### src/rtl/serial_alu_flags_pkg.sv
// Shared op-codes, flag bit positions and FSM states for the chunk-serial ALU.
// Purely declarative: no latency, no flow control.
package serial_alu_flags_pkg;

  typedef enum logic [2:0] {
    ALU_ADD = 3'd0,
    ALU_ADC = 3'd1,
    ALU_SUB = 3'd2,
    ALU_SBC = 3'd3,
    ALU_AND = 3'd4,
    ALU_OR  = 3'd5,
    ALU_XOR = 3'd6,
    ALU_MOV = 3'd7
  } alu_op_e;

  localparam int FLAG_C = 0;
  localparam int FLAG_V = 1;
  localparam int FLAG_Z = 2;
  localparam int FLAG_N = 3;

  typedef enum logic [1:0] {
    S_IDLE  = 2'd0,
    S_RUN   = 2'd1,
    S_WRITE = 2'd2
  } state_e;

  function automatic logic is_arith(alu_op_e op);
    return op inside {ALU_ADD, ALU_ADC, ALU_SUB, ALU_SBC};
  endfunction

  // Carry fed into the least-significant chunk.
  function automatic logic init_carry(alu_op_e op, logic carry);
    case (op)
      ALU_SUB:          return 1'b1;
      ALU_ADC, ALU_SBC: return carry;
      default:          return 1'b0;
    endcase
  endfunction

  function automatic logic [3:0] pack_flags(logic n, logic z, logic v, logic c);
    logic [3:0] f;
    f         = '0;
    f[FLAG_N] = n;
    f[FLAG_Z] = z;
    f[FLAG_V] = v;
    f[FLAG_C] = c;
    return f;
  endfunction

endpackage

### src/rtl/serial_alu_flags_alu_chunk.sv
// One CHUNK-wide ALU slice, purely combinational (zero latency, no flow control).
// Returns the slice result, carry-out and carry into the slice MSB for overflow.
module alu_chunk
  import serial_alu_flags_pkg::*;
#(
  parameter int CHUNK = 4
) (
  input  logic [CHUNK-1:0] a,
  input  logic [CHUNK-1:0] b,
  input  logic             cin,
  input  alu_op_e          op,
  output logic [CHUNK-1:0] sum,
  output logic             cout,
  output logic             cmsb
);

  logic [CHUNK-1:0] bb;

  always_comb begin
    bb   = (op == ALU_SUB || op == ALU_SBC) ? ~b : b;
    sum  = '0;
    cout = 1'b0;
    cmsb = 1'b0;
    case (op)
      ALU_ADD, ALU_ADC, ALU_SUB, ALU_SBC: begin
        {cout, sum} = {1'b0, a} + {1'b0, bb} + {{CHUNK{1'b0}}, cin};
        // Sum MSB = a ^ b ^ carry-in at that bit, so the carry is recovered.
        cmsb = sum[CHUNK-1] ^ a[CHUNK-1] ^ bb[CHUNK-1];
      end
      ALU_AND: sum = a & b;
      ALU_OR:  sum = a | b;
      ALU_XOR: sum = a ^ b;
      ALU_MOV: sum = b;
      default: sum = '0;
    endcase
  end

endmodule

### src/rtl/serial_alu_flags.sv
// Chunk-serial ALU producing a result and {N,Z,V,C}; WRITE (done + flags strobe) N+1 cycles after start.
// No backpressure: start_in is taken only in IDLE and dropped while busy. Option: SERIAL_ALU_FAST_LOGIC_EN.
module serial_alu_flags
  import serial_alu_flags_pkg::*;
#(
  parameter int WIDTH = 16,
  parameter int CHUNK = 4
) (
  input  logic             clk,
  input  logic             rst,
  input  logic             start_in,
  input  logic [2:0]       op_in,
  input  logic [WIDTH-1:0] a_in,
  input  logic [WIDTH-1:0] b_in,
  input  logic             carry_in,
  output logic             busy_out,
  output logic             done_out,
  output logic [WIDTH-1:0] result_out,
  output logic             flags_cs_out,
  output logic [3:0]       flags_bus_out
);

  localparam int N  = WIDTH / CHUNK;
  localparam int CW = (N > 1) ? $clog2(N) : 1;

  state_e           state_q, state_d;
  logic [CW-1:0]    cnt_q;
  logic [WIDTH-1:0] a_q, b_q, res_q;
  alu_op_e          op_q;
  logic             carry_q, zero_q;
  logic [3:0]       flags_q;
  logic [CHUNK-1:0] sum;
  logic             cout, cmsb;
  logic             last_run;
  logic             fast_go;

  alu_chunk #(.CHUNK(CHUNK)) u_chunk (
    .a    (a_q[CHUNK-1:0]),
    .b    (b_q[CHUNK-1:0]),
    .cin  (carry_q),
    .op   (op_q),
    .sum  (sum),
    .cout (cout),
    .cmsb (cmsb)
  );

  assign last_run = (cnt_q == CW'(N - 1));

`ifdef SERIAL_ALU_FAST_LOGIC_EN
  logic [WIDTH-1:0] fast_res;
  assign fast_go = !is_arith(alu_op_e'(op_in));
  always_comb begin
    case (alu_op_e'(op_in))
      ALU_AND: fast_res = a_in & b_in;
      ALU_OR:  fast_res = a_in | b_in;
      ALU_XOR: fast_res = a_in ^ b_in;
      default: fast_res = b_in;
    endcase
  end
`else
  assign fast_go = 1'b0;
`endif

  always_comb begin
    state_d = state_q;
    case (state_q)
      S_IDLE:  if (start_in) state_d = fast_go ? S_WRITE : S_RUN;
      S_RUN:   if (last_run) state_d = S_WRITE;
      S_WRITE: state_d = S_IDLE;
      default: state_d = S_IDLE;
    endcase
  end

  always_ff @(posedge clk) begin
    if (rst) begin
      state_q <= S_IDLE;
      cnt_q   <= '0;
      a_q     <= '0;
      b_q     <= '0;
      res_q   <= '0;
      op_q    <= ALU_ADD;
      carry_q <= 1'b0;
      zero_q  <= 1'b0;
      flags_q <= '0;
    end else begin
      state_q <= state_d;
      case (state_q)
        S_IDLE: begin
          if (start_in) begin
            a_q     <= a_in;
            b_q     <= b_in;
            op_q    <= alu_op_e'(op_in);
            carry_q <= init_carry(alu_op_e'(op_in), carry_in);
            zero_q  <= 1'b1;
            cnt_q   <= '0;
`ifdef SERIAL_ALU_FAST_LOGIC_EN
            if (fast_go) begin
              res_q   <= fast_res;
              flags_q <= pack_flags(fast_res[WIDTH-1], fast_res == '0, 1'b0, 1'b0);
            end
`endif
          end
        end
        S_RUN: begin
          // Operands shift down so the active chunk is always the low slice.
          a_q     <= a_q >> CHUNK;
          b_q     <= b_q >> CHUNK;
          res_q   <= {sum, res_q[WIDTH-1:CHUNK]};
          carry_q <= cout;
          zero_q  <= zero_q & (sum == '0);
          cnt_q   <= cnt_q + CW'(1);
          if (last_run)
            flags_q <= pack_flags(sum[CHUNK-1], zero_q & (sum == '0),
                                  is_arith(op_q) & (cmsb ^ cout),
                                  is_arith(op_q) & cout);
        end
        default: ;
      endcase
    end
  end

  assign busy_out      = (state_q != S_IDLE);
  assign done_out      = (state_q == S_WRITE);
  assign flags_cs_out  = (state_q == S_WRITE);
  assign result_out    = res_q;
  assign flags_bus_out = flags_q;

endmodule

### config.mk
export PLATFORM = sky130hd
export DESIGN_NAME = serial_alu_flags
export DESIGN_NICKNAME = d
export VERILOG_FILES = /design/src/rtl/serial_alu_flags_pkg.sv /design/src/rtl/serial_alu_flags_alu_chunk.sv /design/src/rtl/serial_alu_flags.sv
export SDC_FILE = /design/constraint.sdc
export NUM_CORES = 1
export LEC_CHECK = 0
export CELL_PAD_IN_SITES_DETAIL_PLACEMENT = 1
export CELL_PAD_IN_SITES_GLOBAL_PLACEMENT = 1
export CORE_ASPECT_RATIO = 2
export CORE_MARGIN = 2
export CORE_UTILIZATION = 37
export DETAILED_ROUTE_END_ITERATION = 10
export GPL_ROUTABILITY_DRIVEN = 0
export PLACE_DENSITY_LB_ADDON = 0.1
export SYNTH_ARGS = -nofsm -noshare
export SYNTH_HDL_FRONTEND = slang
export SYNTH_SLANG_ARGS = --single-unit
### constraint.sdc
create_clock -name clk -period 3.5 [get_ports clk]
set_clock_uncertainty 0.15 [all_clocks]
set_input_delay 0.7 -clock clk [delete_from_list [all_inputs] [get_ports clk]]
set_output_delay 0.7 -clock clk [all_outputs]
set_load 0.03 [all_outputs]
After elaboration in Yosys (flattened, before gate mapping)
Cells that the tools add are included.
- flip-flop bits (word level): 61
- word-level logic and storage cells: 68
- input bits: 39
- output and inout port bits: 23
- bitwise gates (word level): 10
- eq/ne operators: 15
- muxes and demuxes: 18
- reductions and logical operators: 13
- $add $sub $neg: 3
- operator list (operator ; count):
    one-hot mux 16 bit (2 select lines) ; 2
    2-to-1 mux 16 bit ; 2
    one-hot mux 4 bit (5 select lines) ; 1
    == test 3 x 2 -> 1 bit, second input constant ; 4
    == test 3 bit, second input constant ; 4
    one-hot mux 2 bit (2 select lines) ; 2
    AND reduction 2 bit ; 4
    == test 3 x 1 -> 1 bit, second input constant ; 2
    2-to-1 mux 2 bit ; 3
    one-hot mux 1 bit (2 select lines) ; 3
    adder 4 x 4 -> 5 bit ; 1
    adder 5 x 1 -> 5 bit ; 1
    bitwise AND 4 bit ; 1
    == test 2 bit, second input constant ; 2
    logical NOT 4 bit ; 1
    2-to-1 mux 1 bit ; 4
    2-to-1 mux 4 bit ; 1
    != test 2 bit, second input constant ; 2
    NOT 4 bit ; 1
    OR 4 bit ; 1
    nonzero test 2 bit ; 2
    nonzero test 4 bit ; 1
    OR reduction 4 bit ; 1
    XOR 4 bit ; 1
    other kinds (8) ; 12

Logic depth before layout (Yosys ltp)
Gate-level depths: netlist of run 1.
- depth after elaboration: 10
- mapped depth: 11
- gate-level depth less buffers: 10

Hierarchy
A second synthesis of run 1 with hierarchy kept.
- cells, all modules: 353
- area total of the unflattened synthesis: 2917.8 µm²
- modules (own cells, without submodules) (module ; times used ; area an instance (µm²) ; seq. area each (µm²) ; cells an instance):
    serial_alu_flags ; 1 ; 2393.5 ; 1221.2 ; 295
    alu_chunk ; 1 ; 524.3 ; 0.0 ; 58

Worst setup path after synthesis of run 1
OpenSTA, ideal clock, no wires.
- path kind: flip-flop to flip-flop
- start point: register op_q[1]
- end point: register flags_q[1], in the netlist flags_bus_out[1]
- setup slack: 0.795 ns
- cell stages (with the launch flop): 10
- data required time: 3.222 ns
- path buffers: 1
- data arrival time: 2.427 ns
- library setup time: 0.128 ns
- period minus slack after synthesis: 2.705 ns
- cell sequence: dfxtp_1 buf_4 nand2_1 xnor2_1 fa_1 fa_1 a21o_2 a21oi_1 xor2_1 o211ai_1
- cells in the longest elaborated chain, start to end: 10
- elaborated cells between the ends (all ways): 16
- classes of those cells: 2 x add/sub; 3 x eq/ne; 3 x mux; 4 x bitwise; 4 x reduce/logical
- RTL lines (element ; RTL line ; text):
    start: declaration ; serial_alu_flags.sv:29 ; alu_op_e op_q;
    start signal: assignment ; serial_alu_flags.sv:92 ; op_q <= alu_op_e'(op_in);
    == test 3 x 2 -> 1 bit ; serial_alu_flags_pkg.sv:28, serial_alu_flags_alu_chunk.sv:20, serial_alu_flags_alu_chunk.sv:24 ;
    logical OR 1 bit ; serial_alu_flags_alu_chunk.sv:20 ; bb = (op == ALU_SUB || op == ALU_SBC) ? ~b : b;
    2-to-1 mux 4 bit ; serial_alu_flags_alu_chunk.sv:20 ;
    adder 4 x 4 -> 5 bit ; serial_alu_flags_alu_chunk.sv:26 ; {cout, sum} = {1'b0, a} + {1'b0, bb} + {{CHUNK{1'b0}}, cin};
    adder 5 x 1 -> 5 bit ; serial_alu_flags_alu_chunk.sv:26 ;
    XOR 1 bit (2 in series) ; serial_alu_flags_alu_chunk.sv:28 ; cmsb = sum[CHUNK-1] ^ a[CHUNK-1] ^ bb[CHUNK-1];
    2-to-1 mux 1 bit ; serial_alu_flags_alu_chunk.sv:24 ; case (op)
    XOR 1 bit ; serial_alu_flags.sv:114 ; is_arith(op_q) & (cmsb ^ cout),
    bitwise AND 1 bit (*) ; serial_alu_flags.sv:114 ;
    end signal: assignment ; serial_alu_flags.sv:113 ; flags_q <= pack_flags(sum[CHUNK-1], zero_q & (sum == '0),
    end: declaration ; serial_alu_flags.sv:31 ; logic [3:0] flags_q;
Every way passes the cells marked *; elsewhere a longest branch is shown, timed or not.
A chain may end at the register's enable or synchronous reset.

Final worst setup path of run 1
- start point: register op_q[2]
- end point: register flags_q[1], in the netlist flags_bus_out[1]
Same word-level chain as after synthesis.

==> results of run 1 <==
==> cell usage after synthesis <==
cell,count
a211o_1,1
a211oi_1,2
a21o_1,1
a21o_2,2
a21oi_1,32
a311oi_1,25
a31oi_1,1
and2_1,1
and3_1,1
and3_4,1
buf_1,4
buf_2,10
buf_4,2
clkbuf_1,12
dfxtp_1,61
fa_1,2
ha_1,12
inv_1,14
mux2i_1,4
mux4_2,2
nand2_1,93
nand2b_1,4
nand3_1,10
nand3b_1,3
nor2_1,43
nor2b_1,4
nor3_1,4
o2111ai_1,2
o211ai_1,2
o211ai_2,1
o21ai_0,4
o22ai_1,1
o2bb2ai_1,1
o32ai_1,1
or3_1,1
or3_2,1
or4_4,1
xnor2_1,5
xor2_1,3
==> sequential cells by signal, indices dropped and copies added, names as in the netlist, 2 cells and up <==
register       flops
result_out        16
flags_bus_out      4
a_q               16
b_q               16
state_q            2
op_q               3
cnt_q              2
==> worst reg2reg max path, stage by stage (launching register included) <==
cell and delay, ps:
dfxtp_1 520, inv_1 170, nand2_1 220, xnor2_1 120
fa_1 420, fa_1 420, a21o_2 240, a21oi_1 270
xor2_1 220, nand2_1 80, o211ai_1 90
==> stage by stage <==
stage	std cells	cell area, um^2	setup WS [ps]	util	power, mW
2_1_floorplan	374	2970	795	-	1.02
3_3_place_gp	510	3640	678	0.461	1.15
3_5_place_dp	510	3640	524	0.461	1.16
4_1_cts	526	3950	506	0.500	2.10
5_1_grt	526	3950	307	0.500	2.18
6_report	526	3950	512	0.500	2.08
==> worst paths after layout <==
path	startpoint	endpoint	slack (ps)
setup reg to reg	op_q[2]	flags_bus_out[1]	510
hold / removal	result_out[2]	result_out[2]	310
hold reg to reg	result_out[2]	result_out[2]	310
setup / recovery	op_q[2]	flags_bus_out[1]	510
==> cells by family after synthesis <==
logic type / count (synthesis) / share of synthesized area
AND/OR/NAND/NOR: 167 / 0.236
adder cells (fa/ha/maj): 14 / 0.0641
XOR/XNOR: 8 / 0.0236
flip-flops: 61 / 0.411
buffers and inverters: 42 / 0.0598
multiplexers: 6 / 0.0287
AO/OA/AOI/OAI: 76 / 0.176
==> per-layer routing <==
metal	track usage	wire (um)	vias to the layer above
met2	0.376	4570	58
met5	0	0	-
met4	0.104	189	0
met1	0.215	3090	1338
met3	0.0334	228	12
li1	-	-	1376
==> area by class of cell <==
type	count	area share
multi-input cells	271	0.399
flip-flops and latches	61	0.309
repair buffers	68	0.170
clock buffers	12	0.0599
well taps	96	0.0304
clock inverters	4	0.0184
inverters	14	0.0133
==> power groups by stage <==
stage / registers [mW] / logic [mW] / clock network (mW)
after floorplan: 0.800 / 0.224 / 0
after global placement: 0.798 / 0.349 / 0
after detailed placement: 0.800 / 0.360 / 0
after CTS: 0.786 / 0.362 / 0.950
after global routing: 0.792 / 0.402 / 0.983
final: 0.785 / 0.356 / 0.936
==> results.md, run 1 <==
* Maxcap violations at 0
* Worst min path class: reg -> reg
* Mapped Cells at 374
* Synth unique cells at 39
* Commonest non-fill, non-tap cell in the layout: nand2_1
* Register bit count reported by yosys at 61
* Detail Route Antenna Nets at 0
* Slew Viols, Final at 0
* Sw power at 553 uW
* CTS hold repair buffers at 0
* CTS max path bufs at 2
* R2R cell count at 10
* Post-CTS setup buffers at 0
* Fillers at 957
* Clock Pin Slew Worst Setup and Hold Paths at 50 ps
* Ant. Diodes at 0
* Gate power share at 0.171
* Seq pwr share at 0.378
* Worst Path Class, Setup: reg -> reg
* Chip Width at 67.3 um
* Worst path bufs/invs at 1
* Port bufs at 61
* Site row count at 46
* Via count of the first global-routing pass at 2748
* Peak supply drop at 289 uV
* First-pass GRT wire length at 13300 um
* Vias per inst at 5.29
* Final HPWL DP at 5930 um
* Initial Utilization at 0.377
* Pint at 1.52 mW
* Multi-input logic area at 1570 um^2
* Commonest cells after routing, fill and taps aside: nand2_1, dfxtp_1, clkdlybuf4s50_1
* TritonCTS Buffers at 9
* Tcrit/Tclk final at 0.854
* CP Depth at 10
* Synth top area cells: dfxtp_1, nand2_1, a311oi_1
* Vias at 2784
* Cell with the largest stage delay on the worst path: dfxtp_1
* Power share of the clock group at 0.451
* Chip Height at 131 um
* Share of cells above drive strength 1 at 0.0698
* Final min period at 2990 ps
* Core area at 7890 um^2
* CTS tree: done
* Leak Pwr at 1.51 nW
* Worst-margin pin slew at 519 ps
* Crit path DAT at 3090 ps
* CP peak stage delay at 520 ps
* Worst setup EP type: flop
* Drt first pass iters at 4
* Drt total wl at 8070 um
* Sw Share at 0.266
* WL/cell at 15.3 um
* RSZ-0062 raised after global routing: false
* Sink Count at 61
* Total track usage at 0.204
* Yosys Warn Count at 0
* Yosys top cell by area: dfxtp_1
* Fmax at 335 MHz
* Crit-path leading delay family: adder cells
* Yosys top cell area share at 0.411
* Final nets at 478
* Setup Viol. Count Final at 0
* Clock latency at the later pin of the worst-skew pair at 340 ps
* CP Launch Type: flop
* Synth Area per Inst at 7.94 um^2
* Synth Cell Area at 2970 um^2
* CTS root buf: clkbuf_16
* Critical path data required time at 3610 ps
* Status: completed
* Fin Setup TNS at 0 ps
* Ports at 62
* Reg area at 1220 um^2
* Largest net degree at the start of global routing at 69
* Initial DRC count at 99
* Die footprint at 8800 um^2
* Hold Path Depth at 2
* Post-cts resize count at 0
* Fin Hold WS at 305 ps
* Net count after synthesis at 427
* Crit path max fanout at 10
* Drt drc at 0
* H-tree levels at 3
* Post-synthesis sequential area ratio at 0.411
* Congestion Overflow GR at 0
* Pwr per Cell Area at 526 nW/um^2
* Hold Vio Cnt, Final at 0
* P&R area growth vs syn at 32.9%
* Max-slew headroom at 0.654
* Crit path cell chain: inv_1 -> nand2_1 -> xnor2_1 -> fa_1 -> fa_1 -> a21o_2 -> a21oi_1 -> xor2_1 -> nand2_1 -> o211ai_1
* Initial antenna violation count at 0
No activity file was read; power rests on OpenSTA's default activity.
==> inputs of run 2 (changes only) <==
--- a/config.mk
+++ b/config.mk
@@ -10,6 +10,7 @@
 export CORE_ASPECT_RATIO = 2
 export CORE_MARGIN = 2
 export CORE_UTILIZATION = 37
+export CTS_CLUSTER_SIZE = 30
 export DETAILED_ROUTE_END_ITERATION = 10
 export GPL_ROUTABILITY_DRIVEN = 0
 export PLACE_DENSITY_LB_ADDON = 0.1
==> results of run 2 <==
No change in the layout: final DEF, timing and power equal those of run 1.
